[src/rtl/porta_bus_master.sv]
// Z80 bus-takeover sequencer: borrows the bus via BUSREQn/BUSACKn and
// performs a single-byte write or a 1-256 byte incrementing read burst.
module porta_bus_master #(
  parameter int ACCESS_CYCLES  = 3,
  parameter int TIMEOUT_CYCLES = 255
) (
  input  logic        clk,
  input  logic        RESETn,
  input  logic        cmd_valid,
  output logic        cmd_ready,
  input  logic        cmd_write,
  input  logic [15:0] cmd_addr,
  input  logic [7:0]  cmd_len,
  input  logic [7:0]  cmd_wdata,
  output logic        rd_valid,
  output logic [7:0]  rd_data,
  output logic        done,
  output logic        err,
  output logic        BUSREQn,
  input  logic        BUSACKn,
  input  logic        WAITn,
  output logic        BUS_OE,
  output logic [15:0] A_OUT,
  output logic        MREQn_OUT,
  output logic        RDn_OUT,
  output logic        WRn_OUT,
  output logic [7:0]  D_OUT,
  output logic        D_OE,
  input  logic [7:0]  D_IN
);

  typedef enum logic [2:0] {
    S_IDLE,
    S_REQ,
    S_SETUP,
    S_STROBE,
    S_HOLD,
    S_RELEASE
  } state_e;

  localparam logic [15:0] ACC_LAST = 16'(ACCESS_CYCLES - 1);
  localparam logic [15:0] TMO_LAST = 16'(TIMEOUT_CYCLES - 1);

  state_e      state_q, state_d;
  logic        init_q, init_d;
  logic        wr_q, wr_d;
  logic [15:0] addr_q, addr_d;
  logic [7:0]  wdata_q, wdata_d;
  logic [8:0]  rem_q, rem_d;
  logic [15:0] tmo_q, tmo_d;
  logic [15:0] acc_q, acc_d;
  logic [7:0]  rdata_q, rdata_d;
  logic        err_q, err_d;
  logic        bus_act;

  // init_q keeps cmd_ready low while reset is held
  assign cmd_ready = (state_q == S_IDLE) & init_q & BUSACKn;

  always_ff @(posedge clk or negedge RESETn) begin
    if (!RESETn) begin
      state_q <= S_IDLE;
      init_q  <= 1'b0;
      wr_q    <= 1'b0;
      addr_q  <= '0;
      wdata_q <= '0;
      rem_q   <= '0;
      tmo_q   <= '0;
      acc_q   <= '0;
      rdata_q <= '0;
      err_q   <= 1'b0;
    end else begin
      state_q <= state_d;
      init_q  <= init_d;
      wr_q    <= wr_d;
      addr_q  <= addr_d;
      wdata_q <= wdata_d;
      rem_q   <= rem_d;
      tmo_q   <= tmo_d;
      acc_q   <= acc_d;
      rdata_q <= rdata_d;
      err_q   <= err_d;
    end
  end

  always_comb begin
    state_d = state_q;
    init_d  = 1'b1;
    wr_d    = wr_q;
    addr_d  = addr_q;
    wdata_d = wdata_q;
    rem_d   = rem_q;
    tmo_d   = tmo_q;
    acc_d   = acc_q;
    rdata_d = rdata_q;
    err_d   = 1'b0;
    unique case (state_q)
      S_IDLE: begin
        if (cmd_valid && cmd_ready) begin
          wr_d    = cmd_write;
          addr_d  = cmd_addr;
          wdata_d = cmd_wdata;
          if (cmd_write)
            rem_d = 9'd1;
          else if (cmd_len == 8'd0)
            rem_d = 9'd256;
          else
            rem_d = {1'b0, cmd_len};
          tmo_d   = '0;
          state_d = S_REQ;
        end
      end
      S_REQ: begin
        if (!BUSACKn) begin
          acc_d   = '0;
          state_d = S_SETUP;
        end else if (tmo_q == TMO_LAST) begin
          err_d   = 1'b1;
          state_d = S_IDLE;
        end else begin
          tmo_d = tmo_q + 16'd1;
        end
      end
      S_SETUP: begin
        acc_d   = '0;
        state_d = S_STROBE;
      end
      S_STROBE: begin
        // clocks with WAITn low stretch the strobe without counting
        if (WAITn) begin
          if (acc_q == ACC_LAST) begin
            if (!wr_q)
              rdata_d = D_IN;
            state_d = S_HOLD;
          end else begin
            acc_d = acc_q + 16'd1;
          end
        end
      end
      S_HOLD: begin
        rem_d = rem_q - 9'd1;
        if (rem_q == 9'd1) begin
          state_d = S_RELEASE;
        end else begin
          addr_d  = addr_q + 16'd1;
          state_d = S_SETUP;
        end
      end
      S_RELEASE: begin
        state_d = S_IDLE;
      end
      default: begin
        state_d = S_IDLE;
      end
    endcase
  end

  assign bus_act = (state_q == S_SETUP)
                 | (state_q == S_STROBE)
                 | (state_q == S_HOLD);

  assign BUSREQn   = ~(bus_act | (state_q == S_REQ));
  assign BUS_OE    = bus_act;
  assign A_OUT     = addr_q;
  assign MREQn_OUT = ~(state_q == S_STROBE);
  assign RDn_OUT   = ~((state_q == S_STROBE) & ~wr_q);
  assign WRn_OUT   = ~((state_q == S_STROBE) & wr_q);
  assign D_OE      = bus_act & wr_q;
  assign D_OUT     = wdata_q;
  assign rd_valid  = (state_q == S_HOLD) & ~wr_q;
  assign rd_data   = rdata_q;
  assign done      = (state_q == S_RELEASE);
  assign err       = err_q;

endmodule

[config.mk]
export PLATFORM = sky130hd
export DESIGN_NAME = porta_bus_master
export DESIGN_NICKNAME = d
export VERILOG_FILES = /design/src/rtl/porta_bus_master.sv
export SDC_FILE = /design/constraint.sdc
export NUM_CORES = 1
export LEC_CHECK = 0
export CAP_MARGIN = 20
export CORE_AREA = 10 10 130 132
export DETAILED_ROUTE_END_ITERATION = 7
export DIE_AREA = 0 0 140 142
export DONT_BUFFER_PORTS = 1
export MAX_ROUTING_LAYER = met4
export PLACE_DENSITY_LB_ADDON = 0.15
export SLEW_MARGIN = 40
export SYNTH_ARGS = -nofsm -noshare
export SYNTH_HDL_FRONTEND = slang
export SYNTH_SLANG_ARGS = --single-unit
[constraint.sdc]
create_clock -name clk -period 4.4 [get_ports clk]
set_input_delay 0.88 -clock clk [delete_from_list [all_inputs] [get_ports clk]]
set_output_delay 0.88 -clock clk [all_outputs]
set_load 0.1 [all_outputs]
==> impl_metrics.prom <==
# TYPE chip_impl_metric gauge
chip_impl_metric{name="layout_cells_sized_above_1",unit="%"} 19.07
chip_impl_metric{name="cts_buffers",unit=""} 9
chip_impl_metric{name="fmax",unit="MHz"} 323.6
chip_impl_metric{name="area_of_the_multi_input_gates",unit="mm2"} 0.002127
chip_impl_metric{name="cts.sinks",unit=""} 79
chip_impl_metric{name="die-area",unit="mm2"} 0.01988
chip_impl_metric{name="floorplan.initialDensity",unit="%"} 29.60
chip_impl_metric{name="synthToLayoutAreaGrowth",unit="%"} 15.89
chip_impl_metric{name="drtIter0Drc",unit=""} 254
chip_impl_metric{name="postSynthCellCount",unit=""} 463
chip_impl_metric{name="cp_data_arrival_time",unit="ps"} 2210
chip_impl_metric{name="syn-num-nets",unit=""} 516
chip_impl_metric{name="vias_per_cell",unit=""} 5.346
chip_impl_metric{name="worstMarginPinSlew",unit="ps"} 874.3
chip_impl_metric{name="crit_path_max_incr_delay",unit="ps"} 490
chip_impl_metric{name="drt-wirelength-per-cell",unit="um"} 17.99
chip_impl_metric{name="synth_top_cell_area_share",unit="%"} 46.66
chip_impl_metric{name="wl",unit="um"} 11820
chip_impl_metric{name="cts.hold.buffers_added",unit=""} 0
chip_impl_metric{name="yosys_warnings",unit=""} 0
chip_impl_metric{name="worstPathRequired",unit="ps"} 3520
chip_impl_metric{name="drc",unit=""} 0
chip_impl_info{name="worstReg2RegStart",value="state_q[0]"} 1
chip_impl_metric{name="powerDensity",unit="mW/mm2"} 877.2
chip_impl_metric{name="cts.repair.resized",unit=""} 0
chip_impl_metric{name="drt_first_pass_iters",unit=""} 4
chip_impl_metric{name="clkSlewWorstSetupHoldPaths",unit="ps"} 70
chip_impl_metric{name="max-vdd-ir-drop",unit="uV"} 380.8
chip_impl_metric{name="latest_clock_arrival_within_the_worst_skew_pair",unit="ps"} 350
chip_impl_metric{name="core_area",unit="mm2"} 0.01431
chip_impl_metric{name="synthesis.area_per_instance",unit="um2"} 9.150
chip_impl_metric{name="setup-violations-final",unit=""} 0
chip_impl_info{name="run_status",value="finished, final reports clean"} 1
chip_impl_metric{name="mapped_cell_area",unit="mm2"} 0.004237
chip_impl_metric{name="final_core_utilization",unit="%"} 34.30
chip_impl_metric{name="use_met2",unit="%"} 17.97
chip_impl_metric{name="share_of_synthesized_area_occupied_by_flip_flops_and_latches",unit="%"} 46.66
chip_impl_metric{name="worst-path-max-fanout",unit=""} 20
chip_impl_info{name="min-delay-path-class",value="in2async"} 1
chip_impl_info{name="yosys_most_used_dff",value="dfrtp_1"} 1
chip_impl_metric{name="worst_hold_slack",unit="ps"} 229.4
chip_impl_metric{name="clock_tree_buffer_depth",unit=""} 2
chip_impl_metric{name="post_layout_total_power",unit="mW"} 4.307
chip_impl_metric{name="grt_overflow_total",unit=""} 0
chip_impl_metric{name="number_of_i_o_pins",unit=""} 88
chip_impl_metric{name="route.vias.total",unit=""} 3512
chip_impl_info{name="path_common_cell",value="buf_4"} 1
chip_impl_metric{name="count_of_flip_flops_with_a_built_in_enable_after_synthesis",unit=""} 0
chip_impl_metric{name="leakagePower",unit="nW"} 1.967
chip_impl_metric{name="register_bit_count_reported_by_yosys",unit=""} 79
chip_impl_info{name="post-synth-top-area-cell",value="dfrtp_1"} 1
chip_impl_info{name="most_common_library_cell_in_the_layout_ignoring_fill_and_taps",value="dfrtp_1"} 1
chip_impl_metric{name="min_period",unit="ps"} 3090
chip_impl_info{name="critPathKind",value="reg2out"} 1
chip_impl_info{name="synthTopCellsByArea",value="dfrtp_1 (47%), o21ai_0 (5.6%), mux2_2 (4.8%)"} 1
chip_impl_info{name="gr-max-usage-layer",value="met2"} 1
chip_impl_metric{name="register_area",unit="mm2"} 0.002012
chip_impl_info{name="cts-root-buf",value="clkbuf_16"} 1
chip_impl_info{name="cts_tree",value="built"} 1
chip_impl_info{name="worstSetupStartpoint",value="state_q[1]"} 1
chip_impl_metric{name="finalHoldViolCount",unit=""} 0
chip_impl_metric{name="slew-limit-headroom",unit="%"} 41.75
chip_impl_metric{name="place_worst_setup_slack",unit="ps"} 1679
chip_impl_metric{name="finalMaxSlewViolations",unit=""} 0
chip_impl_metric{name="chipWidth",unit="um"} 140
chip_impl_info{name="final_cell_mix",value="dfrtp_1 (51), o21ai_0 (45), nor2_1 (38), a21oi_1 (38), nand2_1 (35)"} 1
chip_impl_metric{name="synth_async_sr_flop_share",unit="%"} 100.0
chip_impl_metric{name="maximum_number_of_pins_on_one_net_before_global_route_repair",unit=""} 80
chip_impl_metric{name="cap_violations",unit=""} 0
chip_impl_metric{name="cts_setup_buffers",unit=""} 0
chip_impl_metric{name="timing.setup.tns",unit="ps"} 0
chip_impl_metric{name="synth.lib_cells_used.distinct",unit=""} 58
chip_impl_metric{name="die-height",unit="um"} 142
chip_impl_metric{name="site_row_count",unit=""} 44
chip_impl_metric{name="dp.final_hpwl",unit="um"} 8291
chip_impl_info{name="unrepaired_setup_endpoints_after_global_routing",value="no"} 1
chip_impl_metric{name="track_usage",unit="%"} 12.36
chip_impl_metric{name="grt_first_pass_wirelength",unit="um"} 19490
chip_impl_metric{name="post-route-worst-setup-slack",unit="ps"} 1310
chip_impl_metric{name="gp_routability_congestion",unit=""} 0.7891
chip_impl_metric{name="grt_antenna_before_repair",unit=""} 1
chip_impl_metric{name="vias_in_the_first_global_route",unit=""} 3519
chip_impl_metric{name="placement.io_buffers",unit=""} 0
chip_impl_info{name="critical_path.startpoint_type",value="flip-flop"} 1
chip_impl_metric{name="grt_use_met3",unit="%"} 3.605
chip_impl_metric{name="finalNetCount",unit=""} 520
chip_impl_info{name="critical_path_cell_list",value="nor2_1 -> nand2_1 -> buf_4 -> o21ai_2 -> buf_4 -> and2_1 -> buf_4"} 1
chip_impl_metric{name="filler_cell_count",unit=""} 1487
chip_impl_info{name="cpMaxStageDelayCell",value="dfrtp_1"} 1
chip_impl_metric{name="cts_max_level",unit=""} 3
chip_impl_metric{name="grt.met1_usage",unit="%"} 15.86
chip_impl_metric{name="final_min_period_over_clock_period",unit="%"} 70.23
chip_impl_info{name="timing.critical_path.to_type",value="output port"} 1
chip_impl_metric{name="finalClockSkew",unit="ps"} 10.12
chip_impl_metric{name="drt.antenna.violating_nets",unit=""} 0
## routing by layer
metal	up-vias	wire, um
met2	89	5396
met5	-	0
li1	1708	-
met1	1704	5483
met3	11	768
met4	0	169
## worst max-delay path, delay by kind of cell, from the launching register on
kind,cells,cell delay (ps)
buffers and inverters,3,840
flip-flops,1,490
AND/OR/NAND/NOR,3,430
AO/OA/AOI/OAI,1,100
## flip-flops by register name, indices dropped and copies added (netlist names)
name     count
rd_data      8
D_OUT        8
err          1
init_q       1
rem_q        9
tmo_q       16
wr_q         1
acc_q       16
state_q      3
A_OUT       16
## path summary, 6_finish.rpt
path                                    to  slack [ps]  cells after the start
worst max-delay path                  D_OE        1310                      7
worst min-delay path             A_OUT[11]         230                      0
worst max register to register  rd_data[2]        1730                      6
worst min register to register    tmo_q[7]         490                      1
max in group asynchronous       rd_data[2]        4040                      0
min in group clk                  tmo_q[7]         490                      1
## stage by stage
stage	cell area, um2	instances
after floorplan	4237	463
final	4910	657
after global placement	4469	636
after detailed placement	4567	640
after global routing	4910	657
after CTS	4900	656
## logic make-up (layout without fill, tap and decap cells)
family | count (synthesis) | in the layout | share of synthesized area, %
AO/OA/AOI/OAI | 127 | 127 | 17.57
XOR/XNOR | 11 | 11 | 2.274
adder cells (fa/ha/maj) | 7 | 7 | 2.067
buffers and inverters | 38 | 47 | 3.662
flip-flops | 79 | 79 | 46.66
multiplexers | 20 | 20 | 5.257
other | 1 | 2 | 0.08852
AND/OR/NAND/NOR | 180 | 180 | 22.42
## cell usage after synthesis (all sizes together), types with 2 or more instances
master / number
ha: 7
nor2: 41
o21ai: 48
o211ai: 6
inv: 16
xnor2: 2
o221ai: 2
nor2b: 2
o22ai: 6
nor3: 11
nand3: 25
nand2: 35
nor3b: 3
and3: 9
nand2b: 3
and2: 6
and4: 7
o41ai: 2
nand4: 16
a21oi: 39
a31oi: 8
o22a: 2
dfrtp: 79
nor4: 5
and4b: 2
clkbuf: 14
a31o: 2
or4: 3
xor2: 9
mux2i: 2
or3: 6
mux2: 18
a2bb2oi: 2
buf: 8
## layout make-up
| cell class | count | area share, % |
|---|---|---|
| Tap cell | 184 | 4.689 |
| Timing Repair Buffer | 15 | 2.956 |
| Antenna cell | 1 | 0.05097 |
| Sequential cell | 79 | 40.98 |
| Multi-Input combinational cell | 346 | 43.32 |
| Clock inverter | 5 | 1.631 |
| Clock buffer | 11 | 5.148 |
| Inverter | 16 | 1.223 |
## report_power, final
| group | internal, mW | total (mW) | switching, mW |
|---|---|---|---|
| sequential | 0.952 | 2.13 | 1.18 |
| clock | 0.527 | 0.851 | 0.324 |
| combinational | 0.427 | 1.32 | 0.896 |
(Power assumes the default switching activity.)
